--- config.mk ---
export PLATFORM = sky130hd
export DESIGN_NAME = if_stage
export DESIGN_NICKNAME = d
export VERILOG_FILES = /design/src/rtl/cpu_pkg.sv /design/src/rtl/if_skid_buf.sv /design/src/rtl/if_stage.sv
export SDC_FILE = /design/constraint.sdc
export NUM_CORES = 1
export LEC_CHECK = 0
export CORE_AREA = 2 2 93 95
export DETAILED_ROUTE_END_ITERATION = 10
export DIE_AREA = 0 0 95 97
export DONT_BUFFER_PORTS = 1
export PLACE_DENSITY_LB_ADDON = 0.05
export SYNTH_ARGS = -nofsm -noshare
export SYNTH_HDL_FRONTEND = slang
export SYNTH_HIERARCHICAL = 1
export SYNTH_SLANG_ARGS = --single-unit
--- constraint.sdc ---
create_clock -name clk -period 10.4 [get_ports clk]
set_input_delay 1.56 -clock clk [delete_from_list [all_inputs] [get_ports clk]]
set_output_delay 1.56 -clock clk [all_outputs]
set_load 0.02 [all_outputs]
--- src/rtl/cpu_pkg.sv ---
// Shared CPU definitions: fetch widths, the bubble encoding and the IF/ID bundle
// that the fetch stage produces and the decode stage consumes.
package cpu_pkg;

    localparam int unsigned       PC_W      = 10;
    localparam int unsigned       INSTR_W   = 32;
    localparam logic [INSTR_W-1:0] NOP_INSTR = 32'h0000_0013;

    typedef struct packed {
        logic               valid;
        logic [PC_W-1:0]    pc;
        logic [INSTR_W-1:0] instr;
    } if_id_t;

endpackage

--- src/rtl/if_skid_buf.sv ---
// One-entry holding register for a fetch response that arrives while decode is stalled.
// Priority: clear over load over drain.
module if_skid_buf
    import cpu_pkg::*;
(
    input  logic   clk,
    input  logic   reset,
    input  logic   load_i,
    input  logic   drain_i,
    input  logic   clear_i,
    input  if_id_t data_i,
    output logic   valid_o,
    output if_id_t data_o
);

    logic   valid_q, valid_d;
    if_id_t data_q, data_d;

    always_comb begin
        valid_d = valid_q;
        data_d  = data_q;
        if (clear_i) begin
            valid_d = 1'b0;
        end else if (load_i) begin
            valid_d = 1'b1;
            data_d  = data_i;
        end else if (drain_i) begin
            valid_d = 1'b0;
        end
    end

    always_ff @(posedge clk) begin
        if (reset) valid_q <= 1'b0;
        else       valid_q <= valid_d;
        // NOTE: the payload is deliberately left out of reset; valid_q alone decides whether it is used.
        data_q <= data_d;
    end

    assign valid_o = valid_q;
    assign data_o  = data_q;

endmodule

--- src/rtl/if_stage.sv ---
// Instruction-fetch stage: issues imem reads, tracks the in-flight request, skids on
// decode stalls and flushes on taken branches. Define IF_STAGE_PERF_EN for perf counters.
module if_stage #(
    parameter int unsigned         PC_W      = cpu_pkg::PC_W,
    parameter int unsigned         INSTR_W   = cpu_pkg::INSTR_W,
    parameter logic [INSTR_W-1:0]  NOP_INSTR = cpu_pkg::NOP_INSTR
) (
    input  logic               clk,
    input  logic               reset,
    input  logic [PC_W-1:0]    pc_in,
    input  logic               pc_branch,
    input  logic               id_stall,
    output logic               pc_hold,
    output logic               imem_en,
    output logic [PC_W-1:0]    imem_addr,
    input  logic [INSTR_W-1:0] imem_rdata,
    output logic               if_id_valid,
    output logic [PC_W-1:0]    if_id_pc,
    output logic [INSTR_W-1:0] if_id_instr
`ifdef IF_STAGE_PERF_EN
    ,
    output logic [31:0]        perf_fetch_cnt,
    output logic [31:0]        perf_stall_cnt
`endif
);

    import cpu_pkg::if_id_t;

    logic            req_v_q;
    logic [PC_W-1:0] req_pc_q;
    if_id_t          if_id_q, if_id_d;
    if_id_t          rsp;
    if_id_t          skid_data;
    logic            skid_v;
    logic            skid_load, skid_drain;

    assign imem_addr = pc_in;
    assign imem_en   = !reset && !id_stall;
    assign pc_hold   = !reset && id_stall && !pc_branch;

    assign rsp = '{valid: 1'b1, pc: req_pc_q, instr: imem_rdata};

    // A bubble keeps the previous pc so the IF/ID pc never goes stale-to-zero mid-run.
    always_comb begin
        // NOTE: combinational blocks use blocking assignments with a full default first, so no latch forms.
        if_id_d    = if_id_q;
        skid_load  = 1'b0;
        skid_drain = 1'b0;
        if (pc_branch) begin
            if_id_d.valid = 1'b0;
            if_id_d.instr = NOP_INSTR;
        end else if (id_stall) begin
            skid_load = req_v_q;
        end else if (skid_v) begin
            if_id_d    = skid_data;
            skid_drain = 1'b1;
        end else if (req_v_q) begin
            if_id_d = rsp;
        end else begin
            if_id_d.valid = 1'b0;
            if_id_d.instr = NOP_INSTR;
        end
    end

    // A fetch issued alongside a taken branch is wrong-path and never becomes live.
    always_ff @(posedge clk) begin
        // NOTE: sequential state is written with non-blocking assignments only.
        if (reset) begin
            req_v_q  <= 1'b0;
            req_pc_q <= '0;
            if_id_q  <= '{valid: 1'b0, pc: '0, instr: NOP_INSTR};
        end else begin
            req_v_q  <= imem_en && !pc_branch;
            req_pc_q <= pc_in;
            if_id_q  <= if_id_d;
        end
    end

    if_skid_buf u_skid (
        .clk     (clk),
        .reset   (reset),
        .load_i  (skid_load),
        .drain_i (skid_drain),
        .clear_i (pc_branch),
        .data_i  (rsp),
        .valid_o (skid_v),
        .data_o  (skid_data)
    );

    assign if_id_valid = if_id_q.valid;
    assign if_id_pc    = if_id_q.pc;
    assign if_id_instr = if_id_q.instr;

`ifdef IF_STAGE_PERF_EN
    logic [31:0] fetch_cnt_q, stall_cnt_q;

    always_ff @(posedge clk) begin
        if (reset) begin
            fetch_cnt_q <= '0;
            stall_cnt_q <= '0;
        end else begin
            if (!pc_branch && !id_stall && if_id_d.valid) fetch_cnt_q <= fetch_cnt_q + 32'd1;
            if (id_stall)                                 stall_cnt_q <= stall_cnt_q + 32'd1;
        end
    end

    assign perf_fetch_cnt = fetch_cnt_q;
    assign perf_stall_cnt = stall_cnt_q;
`endif

endmodule
# After elaboration in Yosys (flattened, before gate mapping)
# Cells that the tools add are included.
[classes] reduce_logical=12 mux=11 bitwise=2
[op_table] op="two-way mux 43 bit" count=1
[op_table] op="two-way mux 32 bit" count=1
[op_table] op="two-way mux 10 bit" count=1
[op_table] op="two-way mux 1 bit" count=8
[op_table] op="logical AND 1 bit" count=4
[op_table] op="nonzero test 2 bit" count=2
[op_table] op="zero test 1 bit" count=3
[op_table] op="AND reduction 3 bit" count=1
[op_table] op="inverter 1 bit" count=2
[op_table] op="AND reduction 2 bit" count=1
[op_table] op="OR reduction 2 bit" count=1
[totals] ff_bits=97 inputBits=46 elab_cells=33

# Depth between registers and ports, before layout
# Gate-level depths: netlist of run 1.
[logic_depth] word_depth=5 depth_mapped=6 mapped_depth_nobuf=4

# By module
# Netlist of run 1, hierarchy kept.
[modules_own_cells] mod="if_stage" n_inst=1 cells_per_inst=242 area_each_um2=2265.9 seq_area_each_um2=1081.0
[modules_own_cells] mod="if_skid_buf" n_inst=1 cells_per_inst=48 area_each_um2=1342.5 seq_area_each_um2=1311.3

# Worst setup path after synthesis of run 1
# No wires, ideal clock.
[synth_path] path_kind="input-to-reg" from="in id_stall" to="reg u_skid.data_q (netlist bit u_skid/data_o[0]), enable pin" setup_slack_ns=5.923 n_path_buf=2 required_ns=9.951 cell_stages=5 arrival_time_ns=4.028 setup_ns=0.449 cell_sequence="buf_2 buf_2 nand2_1 nor2_1 nor2b_1"
[synth_via] elab_chain_cells=3
[synth_rtl] element="start: declaration" line_no="if_stage.sv:12" text="input logic id_stall,"
[synth_rtl] element="two-way mux 1 bit" line_no="if_stage.sv:52" text="end else if (id_stall) begin"
[synth_rtl] element="two-way mux 1 bit" line_no="if_stage.sv:49" text="if (pc_branch) begin"
[synth_rtl] element="named net skid_load" line_no="if_stage.sv:35" text="logic skid_load, skid_drain;"
[synth_rtl] element="AND reduction 2 bit (no source line)"
[synth_rtl] element="end signal: assignment" line_no="if_skid_buf.sv:36" text="data_q <= data_d;"
[synth_rtl] element="end: declaration" line_no="if_skid_buf.sv:17" text="if_id_t data_q, data_d;"
# The timed path passes the listed nets, and every way through them passes these cells.
# A chain may end at the register's enable or synchronous reset.

# Final worst setup path of run 1
[layout_path] from="in reset" to="out pc_hold"
[layout_via] elab_chain_cells=3
[layout_rtl] element="start: declaration" line_no="if_stage.sv:9" text="input logic reset,"
[layout_rtl] element="zero test 1 bit" line_no="if_stage.sv:39" text="assign pc_hold = !reset && id_stall && !pc_branch;"
[layout_rtl] element="logical AND 1 bit (2 in a row)" line_no="if_stage.sv:39"
[layout_rtl] element="end: declaration" line_no="if_stage.sv:13" text="output logic pc_hold,"
# No other way between the ends.

==> results of run 1 <==
## logic make-up after synthesis
family,count (synthesis),share of synthesized area (%)
other,1,0.104
buffers and inverters,36,5.79
flip-flops,98,66.3
AO/OA/AOI/OAI,60,13.7
AND/OR/NAND/NOR,85,11.3
multiplexers,10,2.77
## critical path, stage by stage
cell	delay [ps]
or2_1	200
buf_4	250
nor2_1	350
## power by group
part	internal [mW]	switching, mW
Combinational	0.0110	0.0159
Clock	0.160	0.124
Sequential	0.409	0.0117
Total	0.580	0.152
## routing by layer
metal	up-vias	part of all wire, %	wire, um	track usage (%)
met5	-	0	0	0
met4	0	1.5	108	5.91
met3	12	8.7	630	7.71
met2	65	45	3260	23.6
met1	1035	45	3280	21.3
li1	1019	-	-	-
## synthesized netlist by cell type, drive strengths merged
| cell | instances |
|---|---|
| dfxtp | 55 |
| edfxtp | 43 |
| nor2 | 36 |
| nor3 | 30 |
| a221oi | 29 |
| buf | 23 |
| a21oi | 13 |
| nor2b | 13 |
| clkbuf | 11 |
| a211oi | 10 |
| mux2i | 10 |
| o21ai | 3 |
| o22ai | 3 |
| inv | 2 |
| nand2 | 2 |
| or2 | 2 |
| a311oi | 1 |
| and2 | 1 |
| conb | 1 |
| nand2b | 1 |
| o21a | 1 |
## metrics by stage
step	power (mW)	utilization [%]	cells	setup WS, ps
final	0.732	46.8	380	6460
after global routing	0.761	46.8	380	6400
after CTS	0.741	46.8	380	6450
after detailed placement	0.457	43.9	364	6460
after global placement	0.457	43.9	364	6450
after floorplan	0.460	-	290	5920
## final timing paths
check | from | end | slack (ps) | depth (start not counted)
max | reset | pc_hold | 6460 | 3
min | req_pc_q[9] | u_skid/data_o[41] | 440 | 0
min reg2reg | req_pc_q[9] | u_skid/data_o[41] | 440 | 0
max reg2reg | u_skid/valid_o | if_id_pc[5] | 8070 | 3
## state kept, by name (all words and copies together) (netlist names)
| register | cells |
|---|---|
| u_skid/data_o | 43 |
| u_skid/valid_o | 1 |
| if_id_instr | 32 |
| req_v_q | 1 |
| if_id_pc | 10 |
| req_pc_q | 10 |
| if_id_valid | 1 |
## cell type report
| cell class | instances | share of cell area (%) |
|---|---|---|
| clock buffers | 11 | 3.45 |
| clock inverters | 5 | 2.70 |
| inverters | 2 | 0.197 |
| multi-input cells | 156 | 26.7 |
| flip-flops and latches | 98 | 62.9 |
| well taps | 105 | 3.45 |
| repair buffers | 3 | 0.592 |
==> results by group, run 1 <==
Pwr
  • PD cells: ~190 nW/um^2
  • Static Leak: between 1 and 1.5 nW
  • Max IR drop VDD: 0.0590 mV

CTS
  • Clock Latency Late Sink: about 350 ps
  • Root Driver: clkbuf_8
  • Clock sink total: 98
  • CTS tree: yes
  • Post-CTS Setup Inserts: 0
  • Worst-path clk slew: around 80 ps
  • CTS buffer count: 9
  • Longest Clk Path Bufs: 2
  • Hold_buf cts: 0
  • H-tree depth: 3
  • Post-CTS Resized: 0

Placement
  • Dpl cell area: 3570 sq um
  • IO buf count: 0
  • Hpwl dp: about 4400 um
  • Final RePlAce weighted congestion: a little under 0.7

Floorplan
  • Core Region: approximately 8100 sq um
  • Initial Utilization: approximately 44%
  • Row count: 33
  • Die Width: 95 um
  • Io pins: 101
  • Die area: between 9000 and 10000 sq um
  • Die height: 97 um

Global routing
  • Congestion Overflow GR: 0
  • Vias in the first global route: roughly 2100
  • Gr usage total: 16.3%
  • Global-route wire length before repair: 11400 um
  • Antenna violations before repair: 0
  • Largest net degree at the start of global routing: between 40 and 50

Timing
  • RSZ-0062 raised after global routing: no
  • Achievable frequency: approximately 0.25 GHz
  • Pins Over Slew Limit: 0
  • Final worst-path cycle share: a little under two fifths
  • Minimum clock period: 3940 ps
  • Max-slew headroom: about 31%
  • Final Hold Viols: 0
  • TNS Setup: 0 ps
  • Final setup viols: 0
  • Clk_skew: roughly 6.3 ps
  • Tightest Pin Transition: between 1000 and 1500 ps
  • Worst-case hold slack: around 440 ps

Critical path
  • Data arrival, critical path: 2380 ps
  • Max FO, Critical Path: 35
  • CP Capture Type: primary output
  • Critical path class: in2out
  • Worst Path Required: 8840 ps
  • CP Launch Type: input port

Drt
  • Via Count: ~2100
  • WL final: ~7300 um
  • Initial DRC Count: 79
  • Residual DRC count: 0
  • Wirelength per Cell: about 19 um
  • DRT Pass-1 Iters: 4
  • Post-route ant nets: 0
  • Vias/cell: approximately 5.6

Layout
  • FF+latch area: ~2400 sq um
  • Layout net count: roughly 320
  • Area delta synth->final: 5.41%
  • Most frequent cells in the layout: dfxtp_1, edfxtp_1, nor2_1, nor3_1, a221oi_1
  • Share of layout cells above drive strength 1: around an eighth
  • Ant diodes: 0
  • Filler instances: 725
  • Most common cell after layout, fill and taps aside: dfxtp_1
  • Multi-input combinational cell area: 1010 sq um
  • Final instance area: between 3000 and 4000 sq um

Hold path
  • Hold Path Class: reg2reg

Logic synthesis
  • Syn Nets: roughly 340
  • Seq cells post-synth: a little under 100
  • Avg Inst Size Synth: roughly 12 sq um
  • Mapped cell area: about 3600 sq um
  • Yosys warns: 6
  • Synth top area cells: edfxtp_1, dfxtp_1, a221oi_1
  • Yosys cell types: 27
  • Top-area cell type share of the netlist area: about 36%
  • Post-synthesis instance total: 290
  • Biggest area consumer among synthesized cells: edfxtp_1
  • Post-synthesis sequential area ratio: 66.3%

Job
  • Max-cap violations: 0

Run status
  • Run status: finished clean
Power figures use the tool's default switching activity.
==> run 2, diff against run 1 <==
==> constraint.sdc (replaced) <==
create_clock -name clk -period 3.8 [get_ports clk]
set_input_delay 0.57 -clock clk [delete_from_list [all_inputs] [get_ports clk]]
set_output_delay 0.57 -clock clk [all_outputs]
set_load 0.02 [all_outputs]
==> run 2 against run 1 <==
Worst hold slack got worse by 170 ps. Die area unchanged. Wire length decreased by 2.0%. Sequential share of layout area increased by 0.78 points. Global-route usage about the same. Clock-buffer cell count increased by 1. Register-to-register slack got worse by 6600 ps.
==> results by group, run 2 (same netlist as run 1, synthesis figures left out) <==
Pwr
  • PD cells: between 400 and 500 nW/um^2
  • Sequential power share: about three fifths
  • Switching power: about 0.42 mW
  • Clock share of power: approximately a third
  • Int Power: 1.46 mW
  • Comb power frac: 3.9%
  • Sw Ratio: around 22%
  • Max IR drop VDD: between 0.2 and 0.25 mV
  • Static Leak: 1.19 nW

Placement
  • Placed Cells: 364
  • Dpl cell area: approximately 3600 sq um
  • Hpwl dp: between 4000 and 5000 um
  • IO buf count: 0
  • Final RePlAce weighted congestion: 0.640

CTS
  • Longest Clk Path Bufs: 2
  • Post-CTS Setup Inserts: 0
  • Clock sink total: 98
  • Worst-path clk slew: around 90 ps
  • CTS tree: yes
  • Root Driver: clkbuf_8
  • H-tree depth: 3
  • Clock Latency Late Sink: between 300 and 400 ps
  • Post-CTS Resized: 0
  • CTS buffer count: 9
  • Hold_buf cts: 0

Critical path
  • Data arrival, critical path: approximately 2600 ps
  • Critical path class: reg2reg
  • CP Launch Type: register
  • CP Capture Type: register
  • Max FO, Critical Path: 29
  • Worst Path Required: 4080 ps

Timing
  • Minimum clock period: ~2300 ps
  • Clk_skew: around 6.5 ps
  • Pins Over Slew Limit: 0
  • Max-slew headroom: between 10% and 20%
  • Final Hold Viols: 0
  • Final worst-path cycle share: 60.4%
  • TNS Setup: 0 ps
  • Tightest Pin Transition: 1250 ps
  • Final setup viols: 0
  • Achievable frequency: roughly 0.44 GHz
  • RSZ-0062 raised after global routing: no

Floorplan
  • Die area: 9220 sq um
  • Die height: a little under 100 um
  • Io pins: ~100
  • Row count: 33
  • Initial Utilization: 44.4%
  • Die Width: between 90 and 100 um
  • Core Region: roughly 8000 sq um

Global routing
  • Global-route wire length before repair: between 10000 and 15000 um
  • Gr usage total: between 10% and 20%
  • Vias in the first global route: around 2200
  • Largest net degree at the start of global routing: 42
  • Antenna violations before repair: 0
  • Congestion Overflow GR: 0

Hold path
  • Hold Path Class: in2reg

Layout
  • Ant diodes: 0
  • Layout net count: 316
  • Non-filler cells, final: 380
  • Most frequent cells in the layout: dfxtp_1, edfxtp_1, nor2_1, nor3_1, a221oi_1
  • Largest register FFs: 43
  • Most common cell after layout, fill and taps aside: dfxtp_1
  • Share of layout cells above drive strength 1: between 10% and 20%
  • Final instance area: ~3800 sq um
  • Area delta synth->final: 4.13%

Run status
  • Run status: finished clean

Drt
  • Via Count: 2127
  • Wirelength per Cell: roughly 19 um
  • Residual DRC count: 0
  • WL final: just over 7000 um
  • DRT Pass-1 Iters: 4
  • Post-route ant nets: 0
  • Vias/cell: ~5.6
  • Initial DRC Count: 79

Job
  • Max-cap violations: 0
run 2: cell count changes in the layout (fill, tap and decap cells not counted), sizes merged:
cell,delta
clkinv,-1
bufinv,-2
clkbuf,+1
clkinvlp,+2
run 2: stage by stage:
step                worst slack, ps  hold WS, ps  utilization, %  total power [mW]
floorplan                       313          408               -              1.26
global placement               1560          412            43.9              1.25
detailed placement             1510          420            43.9              1.25
CTS                            1500          242            46.2              1.90
global route                   1230          235            46.2              1.96
finish                         1500          264            46.2              1.88
run 2: worst max-delay path, stage by stage (launching register included):
cell and delay [ps]:
dfxtp_2 450, buf_4 300, nor2b_2 1000, a221oi_1 220, nor3_1 220
run 2: area by class of cell:
class | instances | area [sq um]
Fill cell | 738 | 4380
Tap cell | 105 | 131
Sequential cell | 98 | 2390
Timing Repair Buffer | 3 | 22.5
Inverter | 2 | 7.51
Multi-Input combinational cell | 156 | 1010
Clock inverter | 4 | 52.6
Clock buffer | 12 | 135
run 2: worst paths after layout:
| path | cells after the start | slack, ps | to | startpoint |
|---|---|---|---|---|
| max | 4 | 1500 | if_id_instr[26] | u_skid/valid_o |
| max reg2reg | 4 | 1500 | if_id_instr[26] | u_skid/valid_o |
| min | 1 | 260 | if_id_pc[8] | reset |
| min reg2reg | 0 | 440 | u_skid/data_o[35] | req_pc_q[3] |
run 2: per-layer routing:
| layer | track usage [%] | vias up | wire length (um) |
|---|---|---|---|
| li1 | - | 1017 | - |
| met3 | 6.39 | 9 | 636 |
| met1 | 21.3 | 1033 | 3160 |
| met4 | 7.13 | 0 | 114 |
| met2 | 24.1 | 68 | 3230 |
| met5 | 0 | - | 0 |
run 2: power by group through the flow:
stage | Sequential, mW | Clock [mW] | Combinational, mW
CTS | 1.15 | 0.676 | 0.0754
global route | 1.15 | 0.719 | 0.0844
floorplan | 1.17 | 0 | 0.0888
global placement | 1.18 | 0 | 0.0741
detailed placement | 1.18 | 0 | 0.0752
finish | 1.15 | 0.651 | 0.0737
